===== src/rtl/reg_writeback_arb.sv =====
// Register writeback arbiter: LSU beats ALU by default, but an ALU request that
// has been denied for too long is forced through. Also tracks pending writes.
module reg_writeback_arb #(
  parameter int XLEN       = 32,
  parameter int STARVE_LIM = 3
) (
  input  logic            clk,
  input  logic            rst_n,
  input  logic            alu_valid,
  output logic            alu_ready,
  input  logic [4:0]      alu_rd,
  input  logic [XLEN-1:0] alu_data,
  input  logic            lsu_valid,
  output logic            lsu_ready,
  input  logic [4:0]      lsu_rd,
  input  logic [XLEN-1:0] lsu_data,
  input  logic            iss_valid,
  input  logic [4:0]      iss_rd,
  input  logic [4:0]      rs1_addr,
  input  logic [4:0]      rs2_addr,
  output logic            hazard,
  output logic [31:0]     busy,
  output logic            rd_we,
  output logic [4:0]      rd_addr,
  output logic [XLEN-1:0] rd_data
);

  localparam int WW = (STARVE_LIM < 1) ? 1 : $clog2(STARVE_LIM + 1);
  localparam logic [WW-1:0] LIM = WW'(STARVE_LIM);

  logic [WW-1:0]   wait_cnt;
  logic            starved;
  logic            alu_hs;
  logic            lsu_hs;
  logic            hs;
  logic [4:0]      sel_rd;
  logic [XLEN-1:0] sel_data;
  logic [31:0]     set_mask;
  logic [31:0]     clr_mask;

  // Handshake: a source transfers on a posedge where its valid and ready are
  // both 1; ready never depends on the source's own valid, and at most one
  // source is ready while the other is valid, so transfers are exclusive.
  always_comb begin
    starved   = (wait_cnt == LIM);
    alu_ready = starved | ~lsu_valid;
    lsu_ready = ~starved;
    alu_hs    = alu_valid & alu_ready;
    lsu_hs    = lsu_valid & lsu_ready;
    hs        = alu_hs | lsu_hs;
    sel_rd    = lsu_hs ? lsu_rd : alu_rd;
    sel_data  = lsu_hs ? lsu_data : alu_data;
  end

  always_comb begin
    set_mask = '0;
    clr_mask = '0;
    if (iss_valid) set_mask[iss_rd] = 1'b1;
    if (rd_we) clr_mask[rd_addr] = 1'b1;
    set_mask[0] = 1'b0;
  end

  always_comb begin
    hazard = ((rs1_addr != 5'd0) && busy[rs1_addr]) ||
             ((rs2_addr != 5'd0) && busy[rs2_addr]);
  end

  always_ff @(posedge clk or negedge rst_n) begin
    if (!rst_n) begin
      wait_cnt <= '0;
    end else if (!alu_valid || alu_hs) begin
      wait_cnt <= '0;
    end else if (wait_cnt != LIM) begin
      wait_cnt <= wait_cnt + WW'(1);
    end
  end

  // Writes to x0 are accepted but never reach the register file.
  always_ff @(posedge clk or negedge rst_n) begin
    if (!rst_n) begin
      rd_we   <= 1'b0;
      rd_addr <= '0;
      rd_data <= '0;
    end else begin
      rd_we <= hs && (sel_rd != 5'd0);
      if (hs && (sel_rd != 5'd0)) begin
        rd_addr <= sel_rd;
        rd_data <= sel_data;
      end
    end
  end

  // Set is applied after clear so a re-issue on the commit edge keeps the bit.
  always_ff @(posedge clk or negedge rst_n) begin
    if (!rst_n) begin
      busy <= '0;
    end else begin
      busy <= (busy & ~clr_mask) | set_mask;
    end
  end

endmodule


===== config.mk =====
export PLATFORM = sky130hd
export DESIGN_NAME = reg_writeback_arb
export DESIGN_NICKNAME = d
export VERILOG_FILES = /design/src/rtl/reg_writeback_arb.sv
export SDC_FILE = /design/constraint.sdc
export NUM_CORES = 1
export LEC_CHECK = 0
export CORE_UTILIZATION = 46
export DETAILED_ROUTE_END_ITERATION = 10
export PLACE_DENSITY_LB_ADDON = 0.1
export SLEW_MARGIN = 20
export SYNTH_ARGS = -nofsm -noshare
export SYNTH_HDL_FRONTEND = slang
export SYNTH_SLANG_ARGS = --single-unit

===== constraint.sdc =====
create_clock -name clk -period 10.48 [get_ports clk]
set_clock_uncertainty 0.1 [all_clocks]
set_input_delay 3.144 -clock clk [delete_from_list [all_inputs] [get_ports clk]]
set_output_delay 3.144 -clock clk [all_outputs]
set_load 0.05 [all_outputs]

After elaboration in Yosys (flattened, before gate mapping):

Cells that the tools add are included.

* bits of input ports: 94
* word-level logic and storage cells: 49
* output and inout port bits: 73
* flip-flop bits (word level): 72

* mux-type cells: 14
* add/subtract/negate cells: 1
* eq/ne operators: 2
* magnitude comparators: 6
* bitwise operators: 9
* reduce and logical (&&, ||, !) cells: 12

Operators with widths (number)
* $mux 32: 3
* $and 32x32->32: 1
* $not 32->32: 1
* $or 32x32->32: 1
* $lt 5x6->1 const B: 4
* $reduce_bool 5->1: 3
* $bmux 1 s5: 2
* $demux 1 s5: 2
* $ge 5x1->1 const B: 2
* $logic_and 1x1->1: 5
* $mux 5: 1
* $mux 1: 4
* $mux 2: 2
* $add 2x1->2 const B: 1
* $and 1x1->1: 2
* $eq 2x2->1 const B: 1
* $logic_or 1x1->1: 2
* $ne 2x2->1 const B: 1
* $not 1->1: 2
* $or 1x1->1: 2
* $reduce_bool 2->1: 1
* $logic_not 1->1: 1

Depth between registers and ports, before layout:

Gate-level depths: netlist of the first run.

* word-level depth: 8
* depth in mapped cells: 8
* gate-level depth less buffers: 5

Worst setup path after synthesis of the first run:

No wires, ideal clock.

* kind: input to output
* start: input port rs1_addr[1]
* end: output port hazard
* arrival: 5.074 ns
* buffers on the path: 1
* data required time: 7.236 ns
* path slack: 2.162 ns
* stages on the path: 5
* path through: clkbuf_1 mux4_4 a22o_1 a32o_1 or4_1

* longest elaborated chain between the ends: 4
* elaborated cells on any way between the ends: 5
* those cells by class: mux: 2; reduce/logical: 3

RTL lines
* from (decl): RTL line 19 `input logic [4:0] rs1_addr,`
* $bmux 1 s5: RTL line 64 `hazard = ((rs1_addr != 5'd0) && busy[rs1_addr]) ||`
* $mux 1 (not written as such): RTL line 64
* $logic_and 1x1->1 (*): RTL line 64
* $logic_or 1x1->1 (*): RTL line 64
* to (decl): RTL line 21 `output logic hazard,`

Mark *: on every way between the ends. The rest lies on a longest branch, timed or not. The select of a mux whose other input is x is not followed.

Worst setup path after layout of the first run:

* start: input port rs1_addr[0]
* end: output port hazard

The elaborated chain is that of the path after synthesis.

==> reports/metrics.csv, run 1 <==
metric,value,unit
HPWL Detailed,8140,µm
Final Setup Violations,0,
Routed WL per cell,18.8,µm
clock buffer depth,2,
FP Rows,33,
multi-input logic area,0.00197,mm²
WP data required,7.24,ns
unrepaired setup endpoints after global routing,false,
Post-Route WL,11000,µm
final net count,570,
CP Launch Type,primary input,
CP arrival,6.26,ns
Mapped Avg Cell Area,12.4,µm²
share of cells above drive strength 1,17.3,%
TritonCTS clock tree,yes,
DRT Pass-1 Iters,4,
max-slew violations,0,
cell count after synthesis,311,
syn nets,406,
CTS Root Cell,clkbuf_8,
area post-placement,0.00559,mm²
PwrDens,224,mW/mm²
I/O pins,167,
Post-Syn Area,0.00385,mm²
"Hold-fix buffers, CTS",0,
Max Freq,105,MHz
Yosys top cell by area,dfrtp_1,
"Design Area, Final",0.00576,mm²
via count,3340,
Total Power,1.29,mW
RD Place Congestion,0.882,
crit share post-route,90.7,%
H-tree Lvls,3,
flop2flop setup slack,7.80,ns
Worst setup startpoint,rs1_addr[0],
Skew-Pair Late Insertion Delay,0.33,ns
end point of the critical path,hazard,
start-to-end type of the worst setup path,primary input to output port,
Sw Pwr,0.584,mW
Ant. Diodes,0,
maxcap violations,0,
DP Worst Slack,0.964,ns
Switching Fraction,45.2,%
Cell variety after synth,42,
filler cell count in the final layout,602,
first-pass GRT wire length,17900,µm
worst flop-to-flop path startpoint,wait_cnt[0]$_DFFE_PN0P_,
TritonCTS Buffers,9,
Period minus WS final,9.50,ns
final hold violations,0,
critical path peak fanout,11,
initial antenna violation count,0,
Antenna Nets Post-Route,0,
total track usage,26.9,%
post-cts gate resize count,0,
cells on worst reg2reg path,7,
r2r endpoint,rd_addr[2]$_DFFE_PN0P_,
worst vdd ir,0.102,mV
synth top area cells,"dfrtp_1, mux2_2, mux2_1",
Post-CTS Setup Repair Bufs,0,
core box area,0.00818,mm²
P_int,0.707,mW
Yosys top cell area share,46.8,%
IO buf count,166,
sequential-to-total area share from yosys stat,46.8,%
Seq pwr share,34.5,%
"Warnings, synthesis",0,
DRC,0,
hold crit path type,flop to flop,
Clk pwr share,15.0,%
initial core utilization,47.1,%
vias per cell,5.72,
final cell count without fillers,584,
CTS Sinks,72,
largest net degree at the start of global routing,73,
Slew @ Worst Pin,0.921,ns
leak pwr,2.21,nW
placed cells,569,
CP endpoint kind,output port,
Rel. slew slack,38.6,%
die height,93.5,µm
vias in the first global route,3580,
Clock transition at path regs,0.07,ns
Util after Layout,70.5,%
final hold slack,0.341,ns
Comb pwr share,50.4,%
status,finished clean,
total grt overflow,0,
Area Growth Syn to Fin,49.6,%
initial DRC count,282,
DIE AREA,0.00874,mm²
FF/Latch Area,0.00180,mm²
Final TNS setup,0,ns
fin worst setup slack,0.976,ns
#FFs+latches synth,72,
Die Wd,93.5,µm
[how the worst min path moves through the flow]
| stage | depth (start not counted) | endpoint | slack [ns] | start |
|---|---|---|---|---|
| after floorplan | 1 | wait_cnt[0]$_DFFE_PN0P_ | 0.31 | wait_cnt[0]$_DFFE_PN0P_ |
| after global placement | 1 | wait_cnt[0]$_DFFE_PN0P_ | 0.32 | wait_cnt[0]$_DFFE_PN0P_ |
| after detailed placement | 1 | wait_cnt[0]$_DFFE_PN0P_ | 0.33 | wait_cnt[0]$_DFFE_PN0P_ |
| after CTS | 1 | wait_cnt[0]$_DFFE_PN0P_ | 0.34 | wait_cnt[0]$_DFFE_PN0P_ |
| after global routing | 1 | wait_cnt[0]$_DFFE_PN0P_ | 0.37 | wait_cnt[0]$_DFFE_PN0P_ |
| final | 1 | wait_cnt[0]$_DFFE_PN0P_ | 0.34 | wait_cnt[0]$_DFFE_PN0P_ |
[per-layer routing]
| layer | up-vias | track usage, % | wire [µm] |
|---|---|---|---|
| li1 | 1514 | - | - |
| met1 | 1629 | 34.6 | 4400 |
| met2 | 174 | 43.8 | 5310 |
| met3 | 23 | 6.75 | 1050 |
| met4 | 0 | 10.0 | 253 |
| met5 | - | 0 | 0 |
[placed cells by master, fill, tap and decap left out, types with 2 or more instances in the layout]
cell type / Yosys / final
or3b_2: 5 / 5
a21oi_1: 3 / 3
nand4b_1: 3 / 3
buf_4: 0 / 3
a311o_2: 2 / 2
mux4_2: 10 / 10
or4_1: 3 / 3
clkinv_2: 0 / 2
inv_1: 3 / 3
mux4_1: 2 / 2
mux2_1: 30 / 30
or3_1: 2 / 2
mux2i_1: 3 / 3
clkdlybuf4s50_1: 0 / 165
nor2_1: 8 / 8
nand2_1: 3 / 3
nand3b_1: 12 / 12
mux2_2: 45 / 45
o21ai_0: 63 / 63
nand3_1: 5 / 5
or2b_1: 2 / 2
dfrtp_1: 72 / 72
clkbuf_8: 1 / 11
[area by class of cell]
class,instances,area share [%]
Multi-Input combinational cell,221,34.2
Sequential cell,72,31.3
Timing Repair Buffer,168,29.0
Clock buffer,12,2.69
Tap cell,105,2.28
Clock inverter,3,0.304
Inverter,3,0.195
[cells by family (layout without fill, tap and decap cells)]
| logic type | Yosys count | count (layout) | synth area share, % |
|---|---|---|---|
| mux | 91 | 91 | 30.6 |
| compound gates | 81 | 81 | 11.8 |
| flops | 72 | 72 | 46.8 |
| simple gates | 48 | 48 | 8.06 |
| buf+inv | 18 | 186 | 2.50 |
| fa+ha+maj | 1 | 1 | 0.325 |
[synth_stat cells (all sizes together)]
cell,n
mux4,13
or3,2
nor4b,1
nand3,5
ha,1
a32o,1
o32ai,1
a21oi,3
o2111ai,1
mux2,75
nand3b,12
a32oi,1
clkbuf,8
and2,1
o21ai,65
a22oi,1
nor2,8
nand4b,3
o31ai,1
a21o,2
a22o,1
buf,7
o21a,1
inv,3
nand2,3
or3b,5
or4,3
a311o,2
nor2b,2
dfrtp,72
and3,1
mux2i,3
o22ai,1
or2b,2
[critical path, stage by stage]
cell and delay [ns]:
clkdlybuf4s50_1 0.77, mux4_4 0.70, a22o_1 0.23, a32o_1 0.20
or4_1 0.50, clkdlybuf4s50_1 0.71
[power by group through the flow]
stage / clock (mW) / combinational (mW) / sequential, mW
floorplan: 0 / 0.152 / 0.683
global placement: 0 / 0.645 / 0.446
detailed placement: 0 / 0.653 / 0.449
CTS: 0.201 / 0.654 / 0.444
global route: 0.213 / 0.686 / 0.455
finish: 0.194 / 0.651 / 0.446
[flip-flops by register name, indices dropped and copies added (netlist names)]
register	cells
busy	32
rd_addr	5
rd_data	32
rd_we	1
wait_cnt	2
Power figures use the tool's default switching activity.
==> run 2: changes to the inputs <==
--- a/config.mk
+++ b/config.mk
@@ -5,7 +5,7 @@
 export SDC_FILE = /design/constraint.sdc
 export NUM_CORES = 1
 export LEC_CHECK = 0
-export CORE_UTILIZATION = 46
+export CORE_UTILIZATION = 44
 export DETAILED_ROUTE_END_ITERATION = 10
 export PLACE_DENSITY_LB_ADDON = 0.1
 export SLEW_MARGIN = 20
==> reports/metrics.csv, run 2 (synthesis gave the netlist of run 1 again) <==
metric,value,unit
status,finished clean,
DRC,0,
CTS Sinks,72,
CP endpoint kind,output port,
share of cells above drive strength 1,17.3,%
Slew @ Worst Pin,0.904,ns
flop2flop setup slack,7.83,ns
max-slew violations,0,
CP dominant cell by count,clkdlybuf4s50_1,
Antenna Nets Post-Route,0,
area post-placement,0.00560,mm²
Skew-Pair Late Insertion Delay,0.33,ns
worst-path cell chain,clkdlybuf4s50_1 -> mux4_4 -> a22o_1 -> a32o_1 -> or4_1 -> clkdlybuf4s50_1,
CP arrival,6.24,ns
CP Launch Type,primary input,
Period minus WS final,9.49,ns
hold crit path type,flop to flop,
final hold slack,0.344,ns
RD Place Congestion,0.865,
initial DRC count,265,
"Hold-fix buffers, CTS",0,
Post-Route WL,10600,µm
TritonCTS clock tree,yes,
DRT Pass-1 Iters,4,
"commonest non-fill, non-tap cells in the layout","clkdlybuf4s50_1, dfrtp_1, o21ai_0",
total track usage,24.5,%
crit share post-route,90.5,%
initial core utilization,46.2,%
DIE AREA,0.00913,mm²
core box area,0.00834,mm²
final hold violations,0,
Final TNS setup,0,ns
total grt overflow,0,
Post-CTS Setup Repair Bufs,0,
"Design Area, Final",0.00576,mm²
I/O pins,167,
initial antenna violation count,0,
worst vdd ir,0.0999,mV
WP data required,7.24,ns
Clock transition at path regs,0.07,ns
clock buffer depth,2,
Final Setup Violations,0,
PwrDens,223,mW/mm²
vias per cell,5.70,
IO buf count,166,
maxcap violations,0,
TritonCTS Buffers,9,
unrepaired setup endpoints after global routing,false,
Routed WL per cell,18.0,µm
largest net degree at the start of global routing,73,
die height,95.6,µm
start-to-end type of the worst setup path,primary input to output port,
post-cts gate resize count,0,
leak pwr,2.21,nW
Buf/Inv on CP,2,
Max stage delay on crit path,0.77,ns
CP top delay family,buffers and inverters,
Die Wd,95.6,µm
H-tree Lvls,3,
CTS Root Cell,clkbuf_8,
critical path peak fanout,11,
final net count,571,
crit path max-delay cell type,clkdlybuf4s50_1,
"commonest non-fill, non-tap cell in the layout",clkdlybuf4s50_1,
Area Growth Syn to Fin,49.6,%
Rel. slew slack,39.7,%
vias in the first global route,3499,
Ant. Diodes,0,
HPWL Detailed,7830,µm
FP Rows,33,
biggest regs,"busy (32), rd_data (32), rd_addr (5)",
first-pass GRT wire length,17000,µm
Max Freq,105,MHz
via count,3342,
==> run 2: worst paths after layout <==
path                                         start                 endpoint  cells after the start
setup / recovery                       rs1_addr[0]                   hazard                      6
hold / removal             wait_cnt[0]$_DFFE_PN0P_  wait_cnt[0]$_DFFE_PN0P_                      1
setup reg to reg           wait_cnt[0]$_DFFE_PN0P_  rd_data[26]$_DFFE_PN0P_                      7
hold reg to reg            wait_cnt[0]$_DFFE_PN0P_  wait_cnt[0]$_DFFE_PN0P_                      1
max in group asynchronous                    rst_n       busy[11]$_DFF_PN0_                      2
min in group asynchronous                    rst_n  rd_data[12]$_DFFE_PN0P_                      2
==> run 2: metrics by stage <==
step	worst slack, ns	cells	util, %	power [mW]
2_1_floorplan	2.16	311	-	0.835
3_3_place_gp	0.988	570	67.1	1.09
3_5_place_dp	0.982	570	67.1	1.10
4_1_cts	0.982	586	69.1	1.29
5_1_grt	0.890	586	69.1	1.35
6_report	0.994	586	69.1	1.29
==> run 2: layout make-up <==
class / count / area, µm²
fillers: 652 / 2580
repair buffers: 169 / 1680
inverters: 3 / 11.3
multi-input cells: 221 / 1970
clock buffers: 13 / 149
well taps: 105 / 131
flip-flops and latches: 72 / 1800
clock inverters: 3 / 17.5
==> run 2: worst register-to-register path: stages, from the launching register on <==
cell and delay (ns):
dfrtp_1 0.39, ha_1 0.25, nor2b_4 0.12, buf_4 0.43, o21ai_1 0.21, o21ai_4 0.29, buf_4 0.39, mux2_2 0.37
==> run 2: routing by layer <==
layer / global-route usage, % / share of wire [%] / routed length (µm) / vias to the layer above
met5: 0 / 0 / 0 / -
met4: 6.34 / 0.61 / 65 / 0
met3: 8.45 / 9.9 / 1040 / 8
met2: 39.5 / 48 / 5110 / 159
met1: 31.4 / 41 / 4350 / 1653
li1: - / - / - / 1522
==> run 2: where the power goes <==
group          switching (mW)  internal (mW)
Clock                  0.0987         0.0920
Sequential             0.0906          0.354
Combinational           0.396          0.256
